**src/rtl/miss_tracker_pkg.sv**
```systemverilog
// Shared types and defaults for the miss tracker and its blink timer.
package miss_pkg;

   typedef enum logic [1:0] {
      IDLE  = 2'd0,
      PLAY  = 2'd1,
      FLASH = 2'd2,
      OVER  = 2'd3
   } state_t;

   localparam int MISS_W           = 2;
   localparam int FLASH_CYCLES_DEF = 25_000_000;
   localparam int BLINK_CYCLES_DEF = 6_250_000;

   // Counter width for a 0..n-1 counter, never narrower than one bit.
   function automatic int cnt_width(input int n);
      return (n > 1) ? $clog2(n) : 1;
   endfunction

endpackage

```
**src/rtl/miss_tracker_blink_timer.sv**
```systemverilog
// Free-running blink phase generator: phase toggles each BLINK_CYCLES enabled cycles.
// Clear restarts the count with the phase in its blanked half.
module blink_timer
   import miss_pkg::*;
#(
   parameter int BLINK_CYCLES = BLINK_CYCLES_DEF
) (
   input  logic clk,
   input  logic reset,
   input  logic clear,
   input  logic enable,
   output logic phase
);

   localparam int            BW         = cnt_width(BLINK_CYCLES);
   localparam logic [BW-1:0] BLINK_LAST = BW'(BLINK_CYCLES - 1);

   logic [BW-1:0] cnt_d, cnt_q;
   logic          phase_d, phase_q;

   // Next count and phase; clear takes priority over enable.
   always_comb begin
      cnt_d   = cnt_q;
      phase_d = phase_q;
      if (clear) begin
         cnt_d   = '0;
         phase_d = 1'b1;
      end else if (enable) begin
         if (cnt_q == BLINK_LAST) begin
            cnt_d   = '0;
            phase_d = ~phase_q;
         end else begin
            cnt_d   = cnt_q + BW'(1);
            phase_d = phase_q;
         end
      end else begin
         cnt_d   = cnt_q;
         phase_d = phase_q;
      end
   end

   // Count and phase registers.
   always_ff @(posedge clk) begin
      if (reset) begin
         cnt_q   <= '0;
         phase_q <= 1'b0;
      end else begin
         cnt_q   <= cnt_d;
         phase_q <= phase_d;
      end
   end

   assign phase = phase_q;

endmodule

```
**src/rtl/miss_tracker.sv**
```systemverilog
// Miss counter with grace/flash window and game-over detection for the HEX4 display path.
// A miss is one rising edge of miss_in; only edges seen in unpaused PLAY without start count.
module miss_tracker
   import miss_pkg::*;
#(
   parameter int MAX_MISS     = 3,
   parameter int FLASH_CYCLES = FLASH_CYCLES_DEF,
   parameter int BLINK_CYCLES = BLINK_CYCLES_DEF
) (
   input  logic              clk,
   input  logic              reset,
   input  logic              start,
   input  logic              pause,
   input  logic              miss_in,
   output logic [MISS_W-1:0] miss_count,
   output logic              display_blank,
   output logic              game_over,
   output logic              miss_dropped
);

   localparam int                FW         = cnt_width(FLASH_CYCLES);
   localparam logic [FW-1:0]     FLASH_LAST = FW'(FLASH_CYCLES - 1);
   localparam logic [MISS_W-1:0] MISS_LAST  = MISS_W'(MAX_MISS - 1);

   state_t            state_d, state_q;
   logic [MISS_W-1:0] count_d, count_q;
   logic [FW-1:0]     flash_d, flash_q;
   logic              miss_d, miss_q;
   logic              dropped_d, dropped_q;
   logic              miss_edge, accept;
   logic              blink_clear, blink_en, blink_phase;

   assign miss_edge = miss_in & ~miss_q;
   assign accept    = miss_edge & (state_q == PLAY) & ~pause & ~start;

   // Next-state, count, flash timer and drop strobe.
   always_comb begin
      state_d   = state_q;
      count_d   = count_q;
      flash_d   = flash_q;
      miss_d    = miss_in;
      dropped_d = miss_edge & ~accept;
      if (start) begin
         state_d = PLAY;
         count_d = '0;
         flash_d = '0;
      end else if (pause) begin
         state_d = state_q;
      end else begin
         case (state_q)
            IDLE: begin
               state_d = IDLE;
            end
            PLAY: begin
               if (miss_edge) begin
                  count_d = count_q + MISS_W'(1);
                  flash_d = '0;
                  state_d = (count_q == MISS_LAST) ? OVER : FLASH;
               end else begin
                  state_d = PLAY;
               end
            end
            FLASH: begin
               if (flash_q == FLASH_LAST) begin
                  state_d = PLAY;
                  flash_d = '0;
               end else begin
                  flash_d = flash_q + FW'(1);
               end
            end
            OVER: begin
               state_d = OVER;
            end
            default: begin
               state_d = IDLE;
               count_d = '0;
               flash_d = '0;
            end
         endcase
      end
   end

   // Blink restarts on every entry into FLASH/OVER and is held in reset elsewhere.
   assign blink_clear = ~((state_d == FLASH) | (state_d == OVER)) | (state_d != state_q);
   assign blink_en    = ((state_q == FLASH) | (state_q == OVER)) & ~pause;

   blink_timer #(
      .BLINK_CYCLES(BLINK_CYCLES)
   ) u_blink (
      .clk   (clk),
      .reset (reset),
      .clear (blink_clear),
      .enable(blink_en),
      .phase (blink_phase)
   );

   // State, counter and edge registers.
   always_ff @(posedge clk) begin
      if (reset) begin
         state_q   <= IDLE;
         count_q   <= '0;
         flash_q   <= '0;
         miss_q    <= 1'b0;
         dropped_q <= 1'b0;
      end else begin
         state_q   <= state_d;
         count_q   <= count_d;
         flash_q   <= flash_d;
         miss_q    <= miss_d;
         dropped_q <= dropped_d;
      end
   end

   assign miss_count    = count_q;
   assign game_over     = (state_q == OVER);
   assign display_blank = blink_phase & ((state_q == FLASH) | (state_q == OVER));
   assign miss_dropped  = dropped_q;

endmodule

```
**config.mk**
```make
export PLATFORM = sky130hd
export DESIGN_NAME = miss_tracker
export DESIGN_NICKNAME = d
export VERILOG_FILES = /design/src/rtl/miss_tracker_pkg.sv /design/src/rtl/miss_tracker_blink_timer.sv /design/src/rtl/miss_tracker.sv
export SDC_FILE = /design/constraint.sdc
export NUM_CORES = 1
export LEC_CHECK = 0
export CORE_MARGIN = 3
export CORE_UTILIZATION = 45
export CTS_CLUSTER_DIAMETER = 120
export DETAILED_ROUTE_END_ITERATION = 12
export PLACE_DENSITY = 0.73
export SETUP_SLACK_MARGIN = 0.15
export SYNTH_ARGS = -nofsm -noshare
export SYNTH_HDL_FRONTEND = slang
export SYNTH_HIERARCHICAL = 1
export SYNTH_SLANG_ARGS = --single-unit
export TNS_END_PERCENT = 30
```
**constraint.sdc**
```tcl
create_clock -name clk -period 3.2 [get_ports clk]
set_input_delay 0.96 -clock clk [delete_from_list [all_inputs] [get_ports clk]]
set_output_delay 0.96 -clock clk [all_outputs]
set_load 0.005 [all_outputs]
```
## After elaboration in Yosys (flattened, before gate mapping)

Cells that the tools add are included.

- Latch bits: 0
- Logic and storage cells: 58
- Input bits: 5
- Output and inout bits: 5
- Memory bits (read-only): 0
- Bits in writable memories: 0
- Register bits after elaboration: 55
- Memories: 0

- Bitwise gates (word level): 16
- Add/sub/neg operators: 3
- Multipliers: 0
- Eq/ne operators: 10
- Magnitude comparators: 0
- Shift-type cells: 0
- Muxes and demuxes: 13
- Div/mod/pow operators: 0
- Reduce and logical (&&, ||, !) cells: 9

Operators by type and width:

| operator | number |
|---|---|
| $mux 25 | 2 |
| $pmux 25 s2 | 1 |
| $add 25x1->25 const B | 1 |
| $eq 25x25->1 const B | 1 |
| $add 23x1->23 const B | 1 |
| $eq 23x23->1 const B | 1 |
| $mux 23 | 1 |
| $eq 2x2->1 const B | 5 |
| $mux 2 | 4 |
| $pmux 2 s4 | 1 |
| $and 1x1->1 | 7 |
| $not 1->1 | 6 |
| $reduce_and 3->1 | 2 |
| $reduce_bool 2->1 | 3 |
| $mux 1 | 4 |
| $reduce_or 2->1 | 2 |
| $or 1x1->1 | 3 |
| $add 2x1->2 const B | 1 |
| $eq 2x1->1 const B | 1 |
| $logic_not 2->1 | 1 |
| $ne 2x2->1 | 1 |
| $ne 2x2->1 const B | 1 |
| $reduce_and 2->1 | 1 |

## Logic depth before layout (Yosys ltp)

- Word-level depth: 12
- Depth in mapped cells: 9
- Depth with buffers taken out: 8

## Cells and area by module

Netlist, hierarchy kept.

Modules (own cells, without submodules):

| module | cells an instance | seq. area each (µm²) | instances | area each (µm²) |
|---|---|---|---|---|
| miss_tracker | 210 | 620.6 | 1 | 1,707.9 |
| blink_timer | 127 | 480.5 | 1 | 1,117.3 |

## Least setup slack after synthesis

Ideal clock, no wire load.

- Kind: in2reg
- From: input port pause
- To: register u_blink.cnt_q[7]
- Slack: 0.388 ns
- Buffers on the path: 4
- Data arrival time: 2.683 ns
- Required time: 3.071 ns
- Setup time: 0.129 ns
- Stages on the path: 9
- Path through: clkbuf_1 clkbuf_1 nor2b_1 and4_1 buf_2 nand3_1 o21ai_1 clkbuf_1 nor2_1

- Elaborated cells on any way between the ends: 11
- Classes of those cells: 3 x eq/ne; 2 x mux; 5 x bitwise; 1 x reduce/logical

RTL lines:

| element | line | source |
|---|---|---|
| from (decl) | miss_tracker.sv:13 | `input logic pause,` |
| $not 1->1 (no source line) | - |  |
| $and 1x1->1 | miss_tracker.sv:85 | `assign blink_en = ((state_q == FLASH) \| (state_q == OVER)) & ~pause;` |
| via blink_en | miss_tracker.sv:31 | `logic blink_clear, blink_en, blink_phase;` |
| to (signal assigned) | miss_tracker_blink_timer.sv:48 | `cnt_q <= cnt_d;` |
| to (decl) | miss_tracker_blink_timer.sv:18 | `logic [BW-1:0] cnt_d, cnt_q;` |

The timed path passes the listed nets, and every way through them passes these cells.
A chain may end at the register's enable or synchronous reset.

## Final worst setup path

- From: input port pause
- To: register u_blink.cnt_q[15]

Same word-level chain as after synthesis.

==> flow_metrics.tcl <==
set metrics [dict create \
    ys_warn_count 6 \
    path_clk_slew_ns 0.09 \
    max_freq_mhz 381 \
    nFillCells 566 \
    synth_nets 345 \
    power.share.switching_pct 22.8 \
    rr_worst_depth 8 \
    coreArea_um2 5990 \
    grt_util_all_layers_pct 17.4 \
    cts.sinks 55 \
    min_period_over_period_pct 82.0 \
    ys_types 59 \
    synth_edf_count 0 \
    cpMaxStageDelayCell "clkdlybuf4s50_1" \
    p_per_area_nw_per_um2 359 \
    area_growth_syn_to_layout_pct 9.79 \
    cp-start-kind "primary input" \
    maxCapViolCount 0 \
    pwr-share-comb_pct 4.0 \
    slew_headroom_pct 62.5 \
    synthArstFlopShare_pct 0 \
    p_leak_nw 0.906 \
    cp_data_arrival_time_ns 2.87 \
    drc 0 \
    final.setup.tns_ns 0 \
    cts_made_buffers 5 \
    antenna_found_initial 0 \
    p_seq_share_pct 62.1 \
    grt_max_degree 24 \
    p_sw_mw 0.254 \
    ios 10 \
    final_cells 425 \
    clockBufferDepth 2 \
    place.gp.congestion 0.816 \
    vdd_drop_max_mv 0.243 \
    firstDrtPassIters 4 \
    synthFlopType "dfxtp_1" \
    cts_tree "built" \
    cts_root_buffer "clkbuf_8" \
    die-width_um 85.2 \
    r2r_slack_ns 0.66 \
    die_h_um 85.2 \
    cp-end-kind "flip-flop" \
    cts_setup_buffers 0 \
    grt_pass1_vias 2240 \
    placementRows 28 \
    worstPathCellList "clkdlybuf4s50_1 > nor2b_1 > and4_1 > nand4_1 > buf_4 > or3_1 > a21oi_1" \
    io_buffers 9 \
    holdWs_ns 0.487 \
    drtIter0Drc 118 \
    path_depth 7 \
    maxSlewViolCount 0 \
    grt_setup_unrepaired "false" \
    grt_pass1_wl_um 10500 \
    synth.avg_cell_area_um2 8.38 \
    antennaDiodeCount 0 \
    die_area_um2 7270 \
    setup_viol 0 \
    worst_pin_slew_ns 0.558 \
    crit_family "simple AND/OR/NAND/NOR gates" \
    htree_num_levels 2 \
    hold_path.class "reg -> reg" \
    status "completed" \
    wirelength_um 5960 \
    critPathMaxFanout 9 \
    grt_overflow 0 \
    vias 2473 \
    post-place-cells 417 \
    crit_buf_inv 2 \
    cpPeakStageDelay_ns 0.44 \
    internal_power_mw 0.859 \
    power_frac_clock_pct 33.9 \
    finalCriticalPeriod_ns 2.63 \
    hold_depth 2 \
    crit_type "in -> reg" \
    ant_nets 0 \
    netlist_instances 337 \
    syn_area_um2 2830 \
    hold_viol 0 \
    ys_seq_area_share_pct 39.0 \
    required_ns 3.44 \
    ys_seq_elements 55 \
    p_total_mw 1.11 \
    cts-resized-gates 0 \
    nets 357 \
    insertion_delay_ns 0.30 \
    cts_hold_buf 0 \
    skew_ns 0.00752 \
    layout-drive-gt1-share_pct 10.0 \
    dp_hpwl_um 4150 \
    wire_per_inst_um 14.0 \
    viasPerCell 5.82 \
    start_util_pct 47.2 \
]
final cells by class:
class                   count  area [um2]  area share (%)
multi-input cells         261        1630            52.7
inverters                   8        30.0           0.968
clock buffers               6        72.6            2.34
repair buffers             18         158            5.08
clock inverters             2        12.5           0.403
well taps                  75        93.8            3.03
flip-flops and latches     55        1100            35.5
worst paths after layout:
| check | from | endpoint |
|---|---|---|
| min reg2reg | u_blink/cnt_q[17] | u_blink/cnt_q[17] |
| max reg2reg | flash_q[8] | u_blink/cnt_q[0] |
| min | u_blink/cnt_q[17] | u_blink/cnt_q[17] |
| max | pause | u_blink/cnt_q[15] |
cell usage in the layout, fill, tap and decap left out, types with 2 or more instances in the layout:
| cell type | n |
|---|---|
| dfxtp_1 | 55 |
| nor2_1 | 39 |
| nand2_1 | 30 |
| nand3_1 | 25 |
| a21oi_1 | 17 |
| nand4_1 | 16 |
| xor2_1 | 16 |
| or4_1 | 12 |
| o21ai_0 | 11 |
| a31oi_1 | 10 |
| or3_1 | 10 |
| clkdlybuf4s50_1 | 9 |
| buf_4 | 9 |
| inv_1 | 8 |
| o31ai_1 | 6 |
| and4_1 | 5 |
| clkbuf_8 | 5 |
| xnor2_1 | 4 |
| or4_4 | 4 |
| nor4_1 | 3 |
| nand2b_1 | 3 |
| ha_1 | 3 |
| and2_1 | 2 |
| nand3b_1 | 2 |
| nor2b_1 | 2 |
| or3b_1 | 2 |
| nand4bb_1 | 2 |
| nor4_2 | 2 |
| a211oi_1 | 2 |
| and3_1 | 2 |
| nor3_1 | 2 |
| mux2_2 | 2 |
| a22oi_1 | 2 |
| mux2i_1 | 2 |
layer usage:
| layer | GRT usage, % | share of wire, % |
|---|---|---|
| met1 | 24.7 | 50 |
| met2 | 26.6 | 44 |
| met3 | 4.27 | 4.8 |
| met4 | 4.32 | 0.84 |
| met5 | 0 | 0 |
power groups by stage:
stage	Combinational, mW	Clock, mW	Sequential [mW]
after detailed placement	0.0437	0	0.707
after CTS	0.0440	0.390	0.691
after global routing	0.0484	0.420	0.692
after global placement	0.0432	0	0.707
final	0.0442	0.377	0.691
after floorplan	0.0253	0	0.706
sequential cells by signal, indices dropped and copies added (netlist names):
signal,count
miss_count,2
u_blink/cnt_q,23
flash_q,25
u_blink/phase,1
state_q,2
miss_q,1
miss_dropped,1
logic make-up (layout without fill, tap and decap cells):
kind of cell	after synthesis	count (layout)	share of synthesized area, %
simple gates	174	174	35.0
compound gates	60	60	13.8
flops	55	55	39.0
buf+inv	21	34	3.19
fa+ha+maj	3	3	1.33
mux	4	4	1.51
xor+xnor	20	20	6.20
stage by stage:
step	instance area, um2	util [%]	setup slack [ns]
floorplan	2830	-	0.388
global placement	3020	50.4	0.311
detailed placement	3020	50.4	0.274
CTS	3100	51.8	0.574
global route	3100	51.8	0.343
finish	3100	51.8	0.575
cells in the mapped netlist (3+ instances only):
| library cell | n | share of area, % |
|---|---|---|
| or3_1 | 10 | 2.2 |
| or4_4 | 4 | 1.6 |
| o21ai_0 | 11 | 1.9 |
| nand2_1 | 30 | 4.0 |
| ha_1 | 3 | 1.3 |
| or4_1 | 12 | 3.2 |
| and4_1 | 5 | 1.5 |
| nand4_1 | 16 | 3.5 |
| a21oi_1 | 17 | 3.0 |
| nand2b_1 | 3 | 0.66 |
| nor2_1 | 39 | 5.2 |
| xnor2_1 | 4 | 1.2 |
| inv_1 | 8 | 1.1 |
| clkbuf_1 | 8 | 1.1 |
| o31ai_1 | 6 | 1.6 |
| nand3_1 | 25 | 4.4 |
| dfxtp_1 | 55 | 39 |
| nor4_1 | 3 | 0.66 |
| a31oi_1 | 10 | 2.2 |
| xor2_1 | 16 | 5.0 |
tightest hold or removal path: cells and delay by family (launching register included):
family / cells / cell delay [ns]
compound gates: 2 / 0.12
flops: 1 / 0.33
No activity file was read; power rests on OpenSTA's default activity.
